`config.mk`:
```
export PLATFORM = sky130hd
export DESIGN_NAME = exec_stage_flat
export DESIGN_NICKNAME = d
export VERILOG_FILES = /design/src/rtl/exec_stage_if.sv /design/src/rtl/exec_stage.sv /design/src/flat_wrapper.sv
export SDC_FILE = /design/constraint.sdc
export NUM_CORES = 1
export LEC_CHECK = 0
export ABC_AREA = 1
export CELL_PAD_IN_SITES_DETAIL_PLACEMENT = 0
export CELL_PAD_IN_SITES_GLOBAL_PLACEMENT = 2
export CORE_UTILIZATION = 23
export DETAILED_ROUTE_END_ITERATION = 8
export PLACE_DENSITY_LB_ADDON = 0.05
export SETUP_SLACK_MARGIN = 0.5
export SLEW_MARGIN = 20
export SYNTH_ARGS = -nofsm -noshare
export SYNTH_HDL_FRONTEND = slang
export SYNTH_SLANG_ARGS = --single-unit
export TNS_END_PERCENT = 5
```
`constraint.sdc`:
```
create_clock -name clk -period 4.3 [get_ports clk]
set_input_delay 1.29 -clock clk [delete_from_list [all_inputs] [get_ports clk]]
set_output_delay 1.29 -clock clk [all_outputs]
set_load 0.05 [all_outputs]
```
`src/rtl/exec_stage_if.sv`:
```
`default_nettype none
// ============================================================================
// Module   : exec_stage_if
// Brief    : Operand/control, writeback and data-memory bundle for exec_stage.
// Revision : 1.0
// ============================================================================
interface exec_stage_if;
    logic        Valid_in;
    logic [31:0] Q1;
    logic [31:0] Q2;
    logic        We_in;
    logic [1:0]  AluOp_in;
    logic        Demux_in;
    logic        EN;
    logic        Wb_valid;
    logic        Wb_we;
    logic [31:0] Wb_data;
    logic        Mem_req;
    logic        Mem_we;
    logic [31:0] Mem_addr;
    logic [31:0] Mem_wdata;
    logic        Mem_ack;
    logic        Zero;
    logic        Err;

    modport master (
        output Valid_in, Q1, Q2, We_in, AluOp_in, Demux_in, Mem_ack,
        input  EN, Wb_valid, Wb_we, Wb_data, Mem_req, Mem_we, Mem_addr,
               Mem_wdata, Zero, Err
    );

    modport slave (
        input  Valid_in, Q1, Q2, We_in, AluOp_in, Demux_in, Mem_ack,
        output EN, Wb_valid, Wb_we, Wb_data, Mem_req, Mem_we, Mem_addr,
               Mem_wdata, Zero, Err
    );
endinterface
`default_nettype wire

```
`src/rtl/exec_stage.sv`:
```
`default_nettype none
// ============================================================================
// Module   : exec_stage
// Brief    : Execute stage: ALU, then register writeback or memory req/ack.
//            Optional memory-ack timeout enabled by macro EXEC_MEM_TIMEOUT_EN.
// Revision : 1.0
// ============================================================================
module exec_stage #(
    parameter int TIMEOUT = 16
) (
    input  wire          clk,
    input  wire          rst_n,
    exec_stage_if.slave  bus
);
    localparam logic [1:0] c_S_IDLE = 2'd0;
    localparam logic [1:0] c_S_WB   = 2'd1;
    localparam logic [1:0] c_S_MEM  = 2'd2;

    logic [1:0]  r_state;
    logic [1:0]  w_next;
    logic [31:0] r_res;
    logic [31:0] r_st;
    logic        r_we;
    logic        r_zero;
    logic        r_err;
    logic [31:0] w_alu;
    logic        w_en;
    logic        w_accept;
    logic        w_timeout;

    assign w_en     = rst_n & (r_state != c_S_MEM);
    assign w_accept = w_en & bus.Valid_in;

    always_comb begin
        w_alu = 32'd0;
        case (bus.AluOp_in)
            2'b00:   w_alu = bus.Q1 + bus.Q2;
            2'b01:   w_alu = bus.Q1 - bus.Q2;
            2'b10:   w_alu = bus.Q1 & bus.Q2;
            default: w_alu = bus.Q1 | bus.Q2;
        endcase
    end

    always_ff @(posedge clk) begin
        if (!rst_n) begin
            r_res  <= 32'd0;
            r_st   <= 32'd0;
            r_we   <= 1'b0;
            r_zero <= 1'b0;
        end else if (w_accept) begin
            r_res  <= w_alu;
            r_st   <= bus.Q2;
            r_we   <= bus.We_in;
            r_zero <= (w_alu == 32'd0);
        end
    end

`ifdef EXEC_MEM_TIMEOUT_EN
    localparam logic [7:0] c_TMO_LIM = 8'(TIMEOUT - 1);

    logic [7:0] r_tmo_cnt;

    // Held at zero outside MEM_WAIT, so it always starts from zero on entry.
    always_ff @(posedge clk) begin
        if (!rst_n) begin
            r_tmo_cnt <= 8'd0;
        end else if (r_state != c_S_MEM) begin
            r_tmo_cnt <= 8'd0;
        end else if (!bus.Mem_ack) begin
            r_tmo_cnt <= r_tmo_cnt + 8'd1;
        end
    end

    assign w_timeout = (r_state == c_S_MEM) && !bus.Mem_ack && (r_tmo_cnt == c_TMO_LIM);

    always_ff @(posedge clk) begin
        if (!rst_n) begin
            r_err <= 1'b0;
        end else if (w_timeout) begin
            r_err <= 1'b1;
        end
    end
`else
    wire [7:0] w_unused_timeout = 8'(TIMEOUT);

    assign w_timeout = 1'b0;

    always_ff @(posedge clk) begin
        r_err <= 1'b0;
    end
`endif

    always_ff @(posedge clk) begin
        if (!rst_n) begin
            r_state <= c_S_IDLE;
        end else begin
            r_state <= w_next;
        end
    end

    always_comb begin
        w_next = r_state;
        case (r_state)
            c_S_IDLE, c_S_WB: begin
                if (w_accept) begin
                    w_next = bus.Demux_in ? c_S_MEM : c_S_WB;
                end else begin
                    w_next = c_S_IDLE;
                end
            end
            c_S_MEM: begin
                // Ack beats a simultaneous timeout.
                if (bus.Mem_ack || w_timeout) begin
                    w_next = c_S_IDLE;
                end
            end
            default: w_next = c_S_IDLE;
        endcase
    end

    always_comb begin
        bus.EN       = w_en;
        bus.Wb_valid = 1'b0;
        bus.Wb_we    = 1'b0;
        bus.Mem_req  = 1'b0;
        bus.Mem_we   = 1'b0;
        case (r_state)
            c_S_WB: begin
                bus.Wb_valid = 1'b1;
                bus.Wb_we    = r_we;
            end
            c_S_MEM: begin
                bus.Mem_req = 1'b1;
                bus.Mem_we  = r_we;
            end
            default: ;
        endcase
    end

    assign bus.Wb_data   = r_res;
    assign bus.Mem_addr  = r_res;
    assign bus.Mem_wdata = r_st;
    assign bus.Zero      = r_zero;
    assign bus.Err       = r_err;
endmodule
`default_nettype wire

```
`src/flat_wrapper.sv`:
```
// flat-port wrapper written by rule: the top's interface ports become plain ports
module exec_stage_flat 
#(
    parameter int TIMEOUT = 16
)
  (clk, rst_n, bus_Valid_in, bus_Q1, bus_Q2, bus_We_in, bus_AluOp_in, bus_Demux_in, bus_Mem_ack, bus_EN, bus_Wb_valid, bus_Wb_we, bus_Wb_data, bus_Mem_req, bus_Mem_we, bus_Mem_addr, bus_Mem_wdata, bus_Zero, bus_Err);
  exec_stage_if bus_i ();
  input  wire clk;
  input  wire rst_n;
  input wire logic [$bits(bus_i.Valid_in)-1:0] bus_Valid_in;
  input wire logic [$bits(bus_i.Q1)-1:0] bus_Q1;
  input wire logic [$bits(bus_i.Q2)-1:0] bus_Q2;
  input wire logic [$bits(bus_i.We_in)-1:0] bus_We_in;
  input wire logic [$bits(bus_i.AluOp_in)-1:0] bus_AluOp_in;
  input wire logic [$bits(bus_i.Demux_in)-1:0] bus_Demux_in;
  input wire logic [$bits(bus_i.Mem_ack)-1:0] bus_Mem_ack;
  output wire logic [$bits(bus_i.EN)-1:0] bus_EN;
  output wire logic [$bits(bus_i.Wb_valid)-1:0] bus_Wb_valid;
  output wire logic [$bits(bus_i.Wb_we)-1:0] bus_Wb_we;
  output wire logic [$bits(bus_i.Wb_data)-1:0] bus_Wb_data;
  output wire logic [$bits(bus_i.Mem_req)-1:0] bus_Mem_req;
  output wire logic [$bits(bus_i.Mem_we)-1:0] bus_Mem_we;
  output wire logic [$bits(bus_i.Mem_addr)-1:0] bus_Mem_addr;
  output wire logic [$bits(bus_i.Mem_wdata)-1:0] bus_Mem_wdata;
  output wire logic [$bits(bus_i.Zero)-1:0] bus_Zero;
  output wire logic [$bits(bus_i.Err)-1:0] bus_Err;
  assign bus_i.Valid_in = bus_Valid_in;
  assign bus_i.Q1 = bus_Q1;
  assign bus_i.Q2 = bus_Q2;
  assign bus_i.We_in = bus_We_in;
  assign bus_i.AluOp_in = bus_AluOp_in;
  assign bus_i.Demux_in = bus_Demux_in;
  assign bus_i.Mem_ack = bus_Mem_ack;
  assign bus_EN = bus_i.EN;
  assign bus_Wb_valid = bus_i.Wb_valid;
  assign bus_Wb_we = bus_i.Wb_we;
  assign bus_Wb_data = bus_i.Wb_data;
  assign bus_Mem_req = bus_i.Mem_req;
  assign bus_Mem_we = bus_i.Mem_we;
  assign bus_Mem_addr = bus_i.Mem_addr;
  assign bus_Mem_wdata = bus_i.Mem_wdata;
  assign bus_Zero = bus_i.Zero;
  assign bus_Err = bus_i.Err;
  exec_stage #(.TIMEOUT(TIMEOUT)) u_core (.clk(clk), .rst_n(rst_n), .bus(bus_i));
endmodule
```
==> results_dict.tcl <==
set metrics [dict create \
    status "finished clean" \
    drt-pass1-iter-count 5 \
    cap_viol_max_count 0 \
    grt_overflow_total 0 \
    powerDensity_nw_per_um2 291 \
    path_clk_slew_ns 0.06 \
    yosys.area_share.simple_pct 40.6 \
    root_buffer "clkbuf_16" \
    max-clock-path-buffers 2 \
    synth_edf_count 0 \
    routabilityCongestion 0.866 \
    dp_slack_ns -1.19 \
    ys.flop_type "dfxtp_1" \
    fillCellCount 3215 \
    rsz0062_at_grt "true" \
    grt_usage_pct 20.5 \
    syn_nets 1294 \
    fin_ws_ns 0.0877 \
    finalWirelength_microns 31600 \
    synth.distinct_cells 42 \
    grt_pass1_wl_microns 47400 \
    setup_viol 0 \
    highest-signal-layer "met4" \
    hold_depth 1 \
    synthXorXnorAreaFrac_pct 3.56 \
    max_freq_ghz 0.237 \
    antenna_found_initial 0 \
    seq_area_sq_um 1360 \
    power_uw 3450 \
    cts_tree "done" \
    grt_pass1_vias 8029 \
    met2_length_microns 13400 \
    dieWidth_microns 175 \
    areaGrowthSynthToFinish_pct 72.0 \
    start_util_pct 23.7 \
    syn_area_sq_um 6890 \
    required_ns 4.58 \
    multiInputGateArea_sq_um 5330 \
    post-route-period-util_pct 98.0 \
    leakagePower_uw 0.00586 \
    worst_slew_pin_slew_ns 1.02 \
    wire_per_inst_microns 16.4 \
    ys_warn_count 0 \
    yosys.area_share.adder_pct 6.47 \
    wl_met1_microns 16800 \
    cts_sinks 68 \
    dieHeight_microns 175 \
    viasPerCell 4.39 \
    ant_nets 0 \
    dp_hpwl_microns 26600 \
    htreeDepth 3 \
    worstHoldPathType "reg2reg" \
    hold_viol_final 0 \
    synth.area.mux_share_pct 0 \
    worst-path-max-fanout 3 \
    synth_compound_area_share_pct 12.4 \
    grt_max_degree 70 \
    io_buffers 173 \
    async_flop_share_pct 0 \
    antennaDiodeCount 0 \
    drt-initial-drc-count 514 \
    fin_crit_ns 4.21 \
    syn_avg_cell_area_sq_um 5.80 \
    ios 175 \
    clk_latency_ns 0.33 \
    postLayoutCoreUtil_pct 40.7 \
    core_sq_um 29100 \
    design.die.area_sq_um 30600 \
    synth_top_family_by_area "simple AND/OR/NAND/NOR gates" \
    slew_viol_final 0 \
    end_kind "flip-flop" \
    core.rowCount 62 \
    seq_area_frac_synth_pct 19.8 \
    relSlewSlack_pct 32.0 \
    drive_gt1_share_pct 32.1 \
    critPathKind "in2reg" \
    vdd_drop_max_mv 0.172 \
    ys_ff_latch 68 \
    drc 0 \
    vias 8468 \
    startpoint_type "input pin" \
    clock-skew-final_ns 0.00381 \
    final_nets 1647 \
    wl_met3_microns 1050 \
    rr_worst_depth 8 \
    syn_inst 1187 \
    cts_buffers 9 \
    arrival_ns 4.49 \
]
==> state kept, by name, summed over array words and instances (netlist names) <==
name and flops:
u_core.bus.Mem_addr 32, u_core.r_state 2, u_core.r_we 1, u_core.bus.Zero 1, u_core.bus.Mem_wdata 32
==> what timing repair did <==
| item | CTS | global route |
|---|---|---|
| hold buffers | 0 | 0 |
| setup buffers | 21 | 10 |
| endpoints found under the setup margin | 28 | 29 |
| gates resized for setup | 156 | 153 |
| pin swaps | 62 | 86 |
==> cells by family after synthesis <==
group | count (synthesis)
and+or+nand+nor | 637
AOI/OAI and AO/OA | 145
buffers and inverters | 273
DFF | 68
xor gates and xnor gates | 28
other | 1
adders and majority gates | 35
==> per-stage QoR <==
stage / TNS [ns] / std cells / cell area [sq um] / hold WS, ns
after floorplan: 0 / 1187 / 6890 / 0.444
after detailed placement: -16.30 / 1882 / 10300 / 0.455
after CTS: -0.910 / 1919 / 11200 / 0.468
final: 0 / 1929 / 11900 / 0.464
after global routing: -0.191 / 1929 / 11900 / 0.489
after global placement: -15.64 / 1882 / 10300 / 0.452
==> critical path: stages <==
cell and delay, ns:
buf_6 0.10, inv_4 0.05, ha_4 0.14, nand3_4 0.06, nand3b_4 0.17, nor3_4 0.18, nand3_4 0.13, nor4_4 0.21
nor2_2 0.10, xor2_1 0.16, ha_1 0.37, buf_4 0.16, nand2_4 0.07, nor2_4 0.11, inv_1 0.08, nor2_4 0.14
nand3_2 0.10, nand3_1 0.10, nand2_1 0.05, nand3_1 0.12, nand2_2 0.08, nor2_2 0.12, nand3_1 0.09, nor2_2 0.15
nand4_1 0.10, nand2_1 0.06
==> synthesized netlist by cell type (all sizes together), types with 15 or more instances <==
| cell | n | area share [%] |
|---|---|---|
| nand2 | 346 | 19 |
| inv | 208 | 11 |
| nor2 | 135 | 8.0 |
| nand3 | 105 | 8.0 |
| dfxtp | 68 | 20 |
| o21ai | 61 | 4.4 |
| buf | 49 | 5.0 |
| ha | 34 | 6.2 |
| a21oi | 30 | 2.2 |
| a31oi | 30 | 2.7 |
| xor2 | 28 | 3.6 |
| a22o | 19 | 2.4 |
| nand4 | 19 | 1.7 |
| nor3 | 18 | 1.9 |
| clkbuf | 15 | 0.82 |
==> layout make-up <==
cell class	instances	share of cell area (%)
well taps	384	4.05
flip-flops and latches	68	11.5
repair buffers	406	30.2
inverters	209	6.73
clock buffers	16	2.54
multi-input cells	846	45.0
==> cell usage in the layout (no fill, tap or decap), types with 3 or more instances in the layout <==
cell / netlist / routed
nand2_1: 335 / 268
buf_4: 37 / 219
inv_1: 201 / 180
clkdlybuf4s50_1: 0 / 151
nor2_1: 124 / 94
nand3_1: 100 / 83
dfxtp_1: 68 / 68
nand2_2: 11 / 63
o21ai_0: 59 / 53
a31oi_1: 30 / 27
nor2_2: 7 / 26
inv_2: 7 / 23
xor2_1: 28 / 20
nand3_2: 5 / 19
a22o_1: 19 / 19
nand4_1: 19 / 19
ha_4: 0 / 19
a21oi_1: 29 / 16
nand2_4: 0 / 15
nor2_4: 4 / 15
a21oi_2: 1 / 14
buf_6: 1 / 13
ha_1: 34 / 12
nor3_4: 2 / 9
clkbuf_16: 0 / 9
xor2_2: 0 / 8
dlymetal6s2s_1: 0 / 7
dlygate4sd2_1: 0 / 7
inv_4: 0 / 5
nor3_1: 13 / 5
o21ai_2: 0 / 5
clkbuf_8: 0 / 5
buf_12: 0 / 5
nor3_2: 3 / 4
and2_4: 0 / 4
nand3_4: 0 / 3
o21ai_1: 2 / 3
ha_2: 0 / 3
==> path summary, 6_finish.rpt <==
check,slack [ns],startpoint,endpoint
worst max-delay path,0.09,bus_Q2[1],u_core.bus.Zero
worst min-delay path,0.46,u_core.bus.Mem_wdata[31],u_core.bus.Mem_wdata[31]
worst max register to register,1.97,u_core.r_state[1],u_core.bus.Mem_addr[3]
worst min register to register,0.46,u_core.bus.Mem_wdata[31],u_core.bus.Mem_wdata[31]
==> routing by layer <==
layer,GRT usage [%],vias up
met5,0,-
met4,4.24,0
met3,1.52,20
met2,31.3,184
met1,31.0,3845
li1,-,4419
==> where the power goes <==
part,internal [uW],switching [uW]
logic,807,1170
clock network,470,267
registers,688,39.7
total,1970,1480
Note: power is estimated with default switching activity, not from simulation.
